**src/rtl/fwd_pkg.sv**
```systemverilog
// -----------------------------------------------------------------------------
// fwd_pkg
// Shared definitions for the EX-stage forwarding / hazard unit.
//   - forwarding select encoding, expressed as functions of the number of
//     downstream stages so every instance agrees on the code layout:
//        0              : register file
//        1 .. NUM_STG   : ALU result of stage k (1 = youngest)
//        NUM_STG + 1    : load data of the last stage (WB)
//        NUM_STG + 2    : long-op (mul/div) result
//   - select width calculation
// -----------------------------------------------------------------------------
package fwd_pkg;

    localparam int FWD_RF = 0;

    function automatic int fwd_load(input int num_stg);
        return num_stg + 1;
    endfunction

    function automatic int fwd_long(input int num_stg);
        return num_stg + 2;
    endfunction

    function automatic int fwd_sel_w(input int num_stg);
        return $clog2(num_stg + 3);
    endfunction

endpackage

```
**src/rtl/long_scoreboard.sv**
```systemverilog
// -----------------------------------------------------------------------------
// long_scoreboard
// Tracks the single fixed-latency long op (mul/div) in flight: busy flag,
// destination register, countdown, and the registered write-back strobe
// issued on the cycle after the result becomes valid.
//
// Ports:
//   clk, rst_n      clock / asynchronous active-low reset
//   issue           accept a new long op this cycle (already stall-qualified)
//   issue_addr      destination register of the op being issued
//   busy            long op in flight
//   ready           busy and countdown at zero: result valid this cycle
//   long_addr       destination of the op in flight
//   wb_en           write long result to the register file this cycle
//   wb_addr         destination for wb_en
//
// state | meaning
// ------+---------------------------------------------------------------
// IDLE  | no long op in flight
// BUSY  | long op in flight; cnt counts down to 0 (result valid at 0)
// -----------------------------------------------------------------------------
module long_scoreboard #(
    parameter int REG_AW   = 5,
    parameter int LONG_LAT = 4
) (
    input  logic              clk,
    input  logic              rst_n,
    input  logic              issue,
    input  logic [REG_AW-1:0] issue_addr,
    output logic              busy,
    output logic              ready,
    output logic [REG_AW-1:0] long_addr,
    output logic              wb_en,
    output logic [REG_AW-1:0] wb_addr
);

    localparam int CNT_W = $clog2(LONG_LAT);
    localparam logic [CNT_W-1:0] CNT_LOAD = CNT_W'(LONG_LAT - 1);

    localparam logic [0:0] ST_IDLE = 1'b0;
    localparam logic [0:0] ST_BUSY = 1'b1;

    logic [0:0]       state;
    logic [CNT_W-1:0] cnt;

    assign busy  = (state == ST_BUSY);
    assign ready = busy && (cnt == '0);

    always_ff @(posedge clk or negedge rst_n) begin
        if (!rst_n) begin
            state     <= ST_IDLE;
            cnt       <= '0;
            long_addr <= '0;
            wb_en     <= 1'b0;
            wb_addr   <= '0;
        end else begin
            wb_en <= 1'b0;
            if (state == ST_IDLE) begin
                if (issue) begin
                    state     <= ST_BUSY;
                    cnt       <= CNT_LOAD;
                    long_addr <= issue_addr;
                end
            end else begin
                // Countdown runs regardless of pipeline stall.
                if (cnt != '0) begin
                    cnt <= cnt - 1'b1;
                end else begin
                    wb_en   <= 1'b1;
                    wb_addr <= long_addr;
                    // A new op may issue on the result cycle (back-to-back);
                    // wb_addr already captured the retiring destination.
                    if (issue) begin
                        cnt       <= CNT_LOAD;
                        long_addr <= issue_addr;
                    end else begin
                        state <= ST_IDLE;
                    end
                end
            end
        end
    end

endmodule

```
**src/rtl/fwd_hazard_unit.sv**
```systemverilog
// -----------------------------------------------------------------------------
// fwd_hazard_unit
// Operand forwarding and hazard detection for NUM_SRC EX-stage sources
// against NUM_STG downstream stages and one fixed-latency long-op unit.
//
// Ports:
//   clk, rst_n      clock / asynchronous active-low reset
//   ex_src_addr     EX source register addresses, source i at [i*REG_AW +: REG_AW]
//   ex_src_used     source i actually read by the EX instruction
//   ex_dst_addr     EX destination register
//   ex_reg_write    EX instruction writes a register
//   ex_long         EX instruction is a long op
//   stg_reg_write   stage k writes a register (bit k-1, stage 1 = youngest)
//   stg_mem_read    stage k holds a load
//   stg_wr_addr     stage k destination at [(k-1)*REG_AW +: REG_AW]
//   fwd_sel         per-source select, source i at [i*SEL_W +: SEL_W]
//   stall           hold IF/ID/EX, bubble into stage 1
//   long_busy       long op in flight
//   long_wb_en      write long result to register file this cycle
//   long_wb_addr    destination for long_wb_en
// -----------------------------------------------------------------------------
module fwd_hazard_unit
    import fwd_pkg::*;
#(
    parameter int REG_AW   = 5,
    parameter int NUM_SRC  = 3,
    parameter int NUM_STG  = 2,
    parameter int LONG_LAT = 4,
    parameter int SEL_W    = fwd_sel_w(NUM_STG)
) (
    input  logic                       clk,
    input  logic                       rst_n,
    input  logic [NUM_SRC*REG_AW-1:0]  ex_src_addr,
    input  logic [NUM_SRC-1:0]         ex_src_used,
    input  logic [REG_AW-1:0]          ex_dst_addr,
    input  logic                       ex_reg_write,
    input  logic                       ex_long,
    input  logic [NUM_STG-1:0]         stg_reg_write,
    input  logic [NUM_STG-1:0]         stg_mem_read,
    input  logic [NUM_STG*REG_AW-1:0]  stg_wr_addr,
    output logic [NUM_SRC*SEL_W-1:0]   fwd_sel,
    output logic                       stall,
    output logic                       long_busy,
    output logic                       long_wb_en,
    output logic [REG_AW-1:0]          long_wb_addr
);

    localparam logic [SEL_W-1:0] SEL_RF   = SEL_W'(FWD_RF);
    localparam logic [SEL_W-1:0] SEL_LOAD = SEL_W'(fwd_load(NUM_STG));
    localparam logic [SEL_W-1:0] SEL_LONG = SEL_W'(fwd_long(NUM_STG));

    logic                long_ready;
    logic [REG_AW-1:0]   long_addr;
    logic [NUM_SRC-1:0]  src_stall;
    logic                struct_stall;
    logic                waw_stall;
    logic                issue;

    // Per-source priority scan, youngest stage first.
    for (genvar i = 0; i < NUM_SRC; i++) begin : g_src
        logic [REG_AW-1:0] addr;
        logic [SEL_W-1:0]  sel;
        logic              hit;
        logic              src_stl;

        assign addr = ex_src_addr[i*REG_AW +: REG_AW];

        always_comb begin
            sel     = SEL_RF;
            src_stl = 1'b0;
            hit     = 1'b0;
            if (ex_src_used[i] && (addr != '0)) begin
                for (int k = 1; k <= NUM_STG; k++) begin
                    if (!hit && stg_reg_write[k-1] &&
                        (stg_wr_addr[(k-1)*REG_AW +: REG_AW] == addr)) begin
                        hit = 1'b1;
                        if (stg_mem_read[k-1]) begin
                            // Load data only exists once the load reaches WB.
                            if (k < NUM_STG) begin
                                src_stl = 1'b1;
                            end else begin
                                sel = SEL_LOAD;
                            end
                        end else begin
                            sel = SEL_W'(k);
                        end
                    end
                end
                // A younger pipeline writer shadows the long op's result.
                if (!hit && long_busy && (addr == long_addr)) begin
                    if (long_ready) begin
                        sel = SEL_LONG;
                    end else begin
                        src_stl = 1'b1;
                    end
                end
            end
        end

        assign fwd_sel[i*SEL_W +: SEL_W] = sel;
        assign src_stall[i]              = src_stl;
    end

    // Only one long op may be in flight; a new one may enter on the result cycle.
    assign struct_stall = ex_long && long_busy && !long_ready;
    // Keep a short op from writing the long op's destination before it retires.
    assign waw_stall    = ex_reg_write && long_busy && !long_ready &&
                          (ex_dst_addr == long_addr);

    assign stall = (|src_stall) || struct_stall || waw_stall;
    assign issue = ex_long && ex_reg_write && (ex_dst_addr != '0) && !stall;

    long_scoreboard #(
        .REG_AW   (REG_AW),
        .LONG_LAT (LONG_LAT)
    ) u_long_scoreboard (
        .clk        (clk),
        .rst_n      (rst_n),
        .issue      (issue),
        .issue_addr (ex_dst_addr),
        .busy       (long_busy),
        .ready      (long_ready),
        .long_addr  (long_addr),
        .wb_en      (long_wb_en),
        .wb_addr    (long_wb_addr)
    );

endmodule

```
**config.mk**
```make
export PLATFORM = sky130hd
export DESIGN_NAME = fwd_hazard_unit
export DESIGN_NICKNAME = d
export VERILOG_FILES = /design/src/rtl/fwd_pkg.sv /design/src/rtl/long_scoreboard.sv /design/src/rtl/fwd_hazard_unit.sv
export SDC_FILE = /design/constraint.sdc
export NUM_CORES = 1
export LEC_CHECK = 0
export ABC_AREA = 1
export CORE_MARGIN = 2
export CORE_UTILIZATION = 50
export CTS_CLUSTER_SIZE = 28
export DETAILED_ROUTE_END_ITERATION = 8
export PLACE_DENSITY = 0.87
export SLEW_MARGIN = 15
export SYNTH_ARGS = -nofsm -noshare
export SYNTH_HDL_FRONTEND = slang
export SYNTH_SLANG_ARGS = --single-unit
```
**constraint.sdc**
```tcl
create_clock -name clk -period 3.4 [get_ports clk]
set_input_delay 0.68 -clock clk [delete_from_list [all_inputs] [get_ports clk]]
set_output_delay 0.68 -clock clk [all_outputs]
set_load 0.02 [all_outputs]
```
==> metrics.md, run 1 <==
| Metric | Value |
|---|---|
| Critical Path RT | about 2.7 ns |
| Number of CTS-inserted buffers | 3 |
| Share of the yosys chip area belonging to registers | 0.207 |
| Starting utilization of the core area | 0.515 |
| Total Nets Final | about 460 |
| Mean routed wirelength per cell | around 13 um |
| First-pass iteration count of the detailed router | 4 |
| Syn-to-layout area delta | 53.9% |
| Cell count after synthesis | roughly 320 |
| Clock power share | 0.115 |
| Die Area | 3860 sq um |
| Critical Path AT | ~2.6 ns |
| Insertion delay to the later sink of the worst-skew pair | just under 0.3 ns |
| Detailed Route WL | roughly 6000 um |
| Top fanout value on the critical path | 5 |
| DRC violation count after routing | 0 |
| Top Ports | 58 |
| Clock tree from TritonCTS | yes |
| Number of max-cap violations | 0 |
| Mean post-synth cell area | ~5.2 sq um |
| Max-slew violation total from the final report | 0 |
| Element type at the critical path start | primary input |
| Power per unit of standard cell area | approximately 420 nW/um^2 |
| Global-route usage over all layers | 0.320 |
| Async set-or-reset flop fraction in the synthesized netlist | 1.00 |
| Wire length of the first global-routing pass | 10100 um |
| Switching share of power | 0.478 |
| Part of the power in combinational logic | 0.597 |
| Share of cells above drive strength 1 | 0.143 |
| Yosys cell types | 28 |
| Total half-perimeter wirelength after legalization and detailed placement | just under 5000 um |
| Category of the most critical setup path | primary input to output port |
| Grt ovf | 0 |
| Leakage power figure | about 1.6 nW |
| Std-Cell Core Area | between 3000 and 4000 sq um |
| Number of antenna violations at the first check in global routing | 0 |
| Met2 wire len | 2920 um |
| CTS HTree Levels | 1 |
| Top FF cell, synth | sky130_fd_sc_hd__dfrtp_1 |
| Sequential cell fraction of total power | 0.288 |
| Clock transition at the register clock pins on the worst setup and hold paths after CTS | around 0.09 ns |
| Worst clock skew | about 0.0038 ns |
| Die Width | just over 60 um |
| Synth warnings | 0 |
| Core occupancy in the finished layout | 0.793 |
| Clock root cell | sky130_fd_sc_hd__clkbuf_4 |
| Overall power after layout | 1.09 mW |
| Setup violations, final | 0 |
| Share of the clock period used by the worst path after layout | 0.966 |
| Kind of end point of the critical path | output port |
| Ratio of routed vias to standard cells | between 5 and 6 |
| Starting DRC count in detailed routing | 125 |
| Minimum clock period after layout | ~3.3 ns |
| Highest metal layer used by the detailed router | met4 |
| Port buffer count | 57 |
| Antenna Cells | 0 |
| Area of the mapped netlist | 1690 sq um |
| Maximum number of pins on one net before global-route repair | 15 |
| Maximum vdd ir drop | around 0.00042 V |
| RSZ-0062 raised after global routing | false |
| Nets in the synthesized netlist | between 300 and 400 |
| Row count | 21 |
| Via count of the first global-routing pass | roughly 2200 |
| Final hold viol count | 0 |
| Worst Max-Slew Pin Slew | 0.670 ns |
| Number of enable flip-flop cells after synthesis | 0 |
| Worst min-delay path class | register to register |
| Detail Route met3 WL | around 340 um |
| Met1 routed wirelength after detailed routing | 2670 um |
| Post-synthesis sequential element count | 14 |
| Net Switching | around 0.52 mW |
| Height of the chip | about 62 um |
| Vias after detailed routing | about 2300 |
| Number of clock sinks seen by CTS | 14 |
| Cell Int Power | 0.568 mW |
| Worst slack at placement | -0.135 ns |
| Max clock buf depth | 2 |
| Slack of the critical path | around 0.12 ns |
| Outcome | completed |
| Worst-case register-to-register setup slack | around 1.4 ns |
| Slew Limit Headroom | 0.552 |
| Postcts setup bufs | 0 |
| Antenna Violating Nets Remaining | 0 |
| Upper clock frequency limit | roughly 300 MHz |
| Placer's final routability congestion estimate | 0.923 |
## cells in the mapped netlist (3+ instances only)
master | instances | area (sq um)
sky130_fd_sc_hd__nand2_1 | 150 | 563
sky130_fd_sc_hd__inv_1 | 36 | 135
sky130_fd_sc_hd__nor2_1 | 35 | 131
sky130_fd_sc_hd__nand3_1 | 22 | 110
sky130_fd_sc_hd__dfrtp_1 | 14 | 350
sky130_fd_sc_hd__o21ai_0 | 12 | 60.1
sky130_fd_sc_hd__inv_2 | 11 | 41.3
sky130_fd_sc_hd__nor3_1 | 7 | 35.0
sky130_fd_sc_hd__a21oi_1 | 4 | 20.0
sky130_fd_sc_hd__nand4_1 | 4 | 25.0
sky130_fd_sc_hd__nor2_2 | 3 | 18.8
sky130_fd_sc_hd__o21ai_1 | 3 | 15.0
sky130_fd_sc_hd__xnor2_1 | 3 | 26.3
## cell type report
| type | count | area [sq um] |
|---|---|---|
| fillers | 265 | 681 |
| repair buffers | 88 | 815 |
| well taps | 46 | 57.6 |
| inverters | 48 | 180 |
| flip-flops and latches | 14 | 350 |
| clock buffers | 4 | 36.3 |
| multi-input cells | 259 | 1160 |
## power by group through the flow
| stage | clock [mW] | sequential [mW] | combinational (mW) |
|---|---|---|---|
| final | 0.125 | 0.313 | 0.650 |
| after global routing | 0.142 | 0.325 | 0.716 |
| after CTS | 0.127 | 0.311 | 0.640 |
| after detailed placement | 0 | 0.315 | 0.640 |
| after global placement | 0 | 0.312 | 0.624 |
| after floorplan | 0 | 0.338 | 0.336 |
## critical path, stage by stage
cell and delay [ns]:
sky130_fd_sc_hd__clkdlybuf4s50_1 0.58, sky130_fd_sc_hd__inv_1 0.13, sky130_fd_sc_hd__nand2_1 0.08, sky130_fd_sc_hd__nand2_1 0.05
sky130_fd_sc_hd__nor2_1 0.09, sky130_fd_sc_hd__nand2_1 0.05, sky130_fd_sc_hd__nor2_1 0.14, sky130_fd_sc_hd__nand4_1 0.10
sky130_fd_sc_hd__nand2_1 0.10, sky130_fd_sc_hd__nand2_1 0.06, sky130_fd_sc_hd__nand3_1 0.11, sky130_fd_sc_hd__nor2_4 0.05
sky130_fd_sc_hd__inv_1 0.05, sky130_fd_sc_hd__dlygate4sd2_1 0.34
## cell families after synthesis
logic type | share of synthesized area
AND/OR/NAND/NOR | 0.578
buffers and inverters | 0.113
AO/OA/AOI/OAI | 0.0814
flip-flops | 0.207
XOR/XNOR | 0.0207
## sequential cells by signal, indices dropped and copies added, names as in the netlist
signal                       flops
u_long_scoreboard.wb_addr        5
u_long_scoreboard.busy           1
u_long_scoreboard.wb_en          1
u_long_scoreboard.long_addr      5
u_long_scoreboard.cnt            2
## what timing repair did
action | CTS | global route
setup endpoints to repair | 4 | 7
pin swaps | 0 | 0
endpoints found under the hold margin | 0 | 0
resized for setup | 5 | 10
hold buffers | 0 | 0
## placed cells by master, fill, tap and decap left out, types with 2 or more instances in the layout
cell,instances
sky130_fd_sc_hd__a21oi_1,4
sky130_fd_sc_hd__a21oi_2,2
sky130_fd_sc_hd__and3_1,2
sky130_fd_sc_hd__buf_4,31
sky130_fd_sc_hd__clkbuf_4,3
sky130_fd_sc_hd__clkdlybuf4s50_1,45
sky130_fd_sc_hd__dfrtp_1,14
sky130_fd_sc_hd__dlygate4sd2_1,5
sky130_fd_sc_hd__dlymetal6s2s_1,7
sky130_fd_sc_hd__inv_1,36
sky130_fd_sc_hd__inv_2,11
sky130_fd_sc_hd__nand2_1,150
sky130_fd_sc_hd__nand3_1,19
sky130_fd_sc_hd__nand3_2,5
sky130_fd_sc_hd__nand4_1,4
sky130_fd_sc_hd__nor2_1,35
sky130_fd_sc_hd__nor2_2,3
sky130_fd_sc_hd__nor3_1,7
sky130_fd_sc_hd__o211ai_1,2
sky130_fd_sc_hd__o21ai_0,12
sky130_fd_sc_hd__o21ai_1,3
sky130_fd_sc_hd__xnor2_1,3
## final timing paths
path                                                              end                                     start  cells past startpoint
hold reg to reg              u_long_scoreboard.wb_addr[0]$_DFFE_PN0P_  u_long_scoreboard.wb_addr[0]$_DFFE_PN0P_                      2
min in group asynchronous    u_long_scoreboard.wb_addr[2]$_DFFE_PN0P_                                     rst_n                      1
max in group asynchronous          u_long_scoreboard.cnt[0]$_DFF_PN0_                                     rst_n                      1
hold / removal               u_long_scoreboard.wb_addr[0]$_DFFE_PN0P_  u_long_scoreboard.wb_addr[0]$_DFFE_PN0P_                      2
setup / recovery                                                stall                           ex_src_addr[12]                     14
setup reg to reg           u_long_scoreboard.long_addr[4]$_DFFE_PN0P_        u_long_scoreboard.cnt[1]$_DFF_PN0_                     11
## per-layer routing
layer  up-vias  global-route usage
met2        88               0.558
met5         -                   0
li1       1186                   -
met3         4              0.0507
met4         0              0.0583
met1      1024               0.424
## stage by stage
step                      setup TNS, ns  std cells  instance area [sq um]  hold slack, ns
after floorplan                       0        323                   1690           0.384
after global placement           -0.101        455                   2540           0.465
after detailed placement         -0.268        455                   2540           0.477
after CTS                             0        459                   2570           0.499
after global routing                  0        459                   2600           0.535
final                                 0        459                   2600           0.492
No activity file was read; power rests on OpenSTA's default activity.
==> inputs of run 2 (changes only) <==
Settings changed: CAP_MARGIN from default to 25.
==> results of run 2 <==
The final DEF is identical to that of run 1; final timing and power are the same.
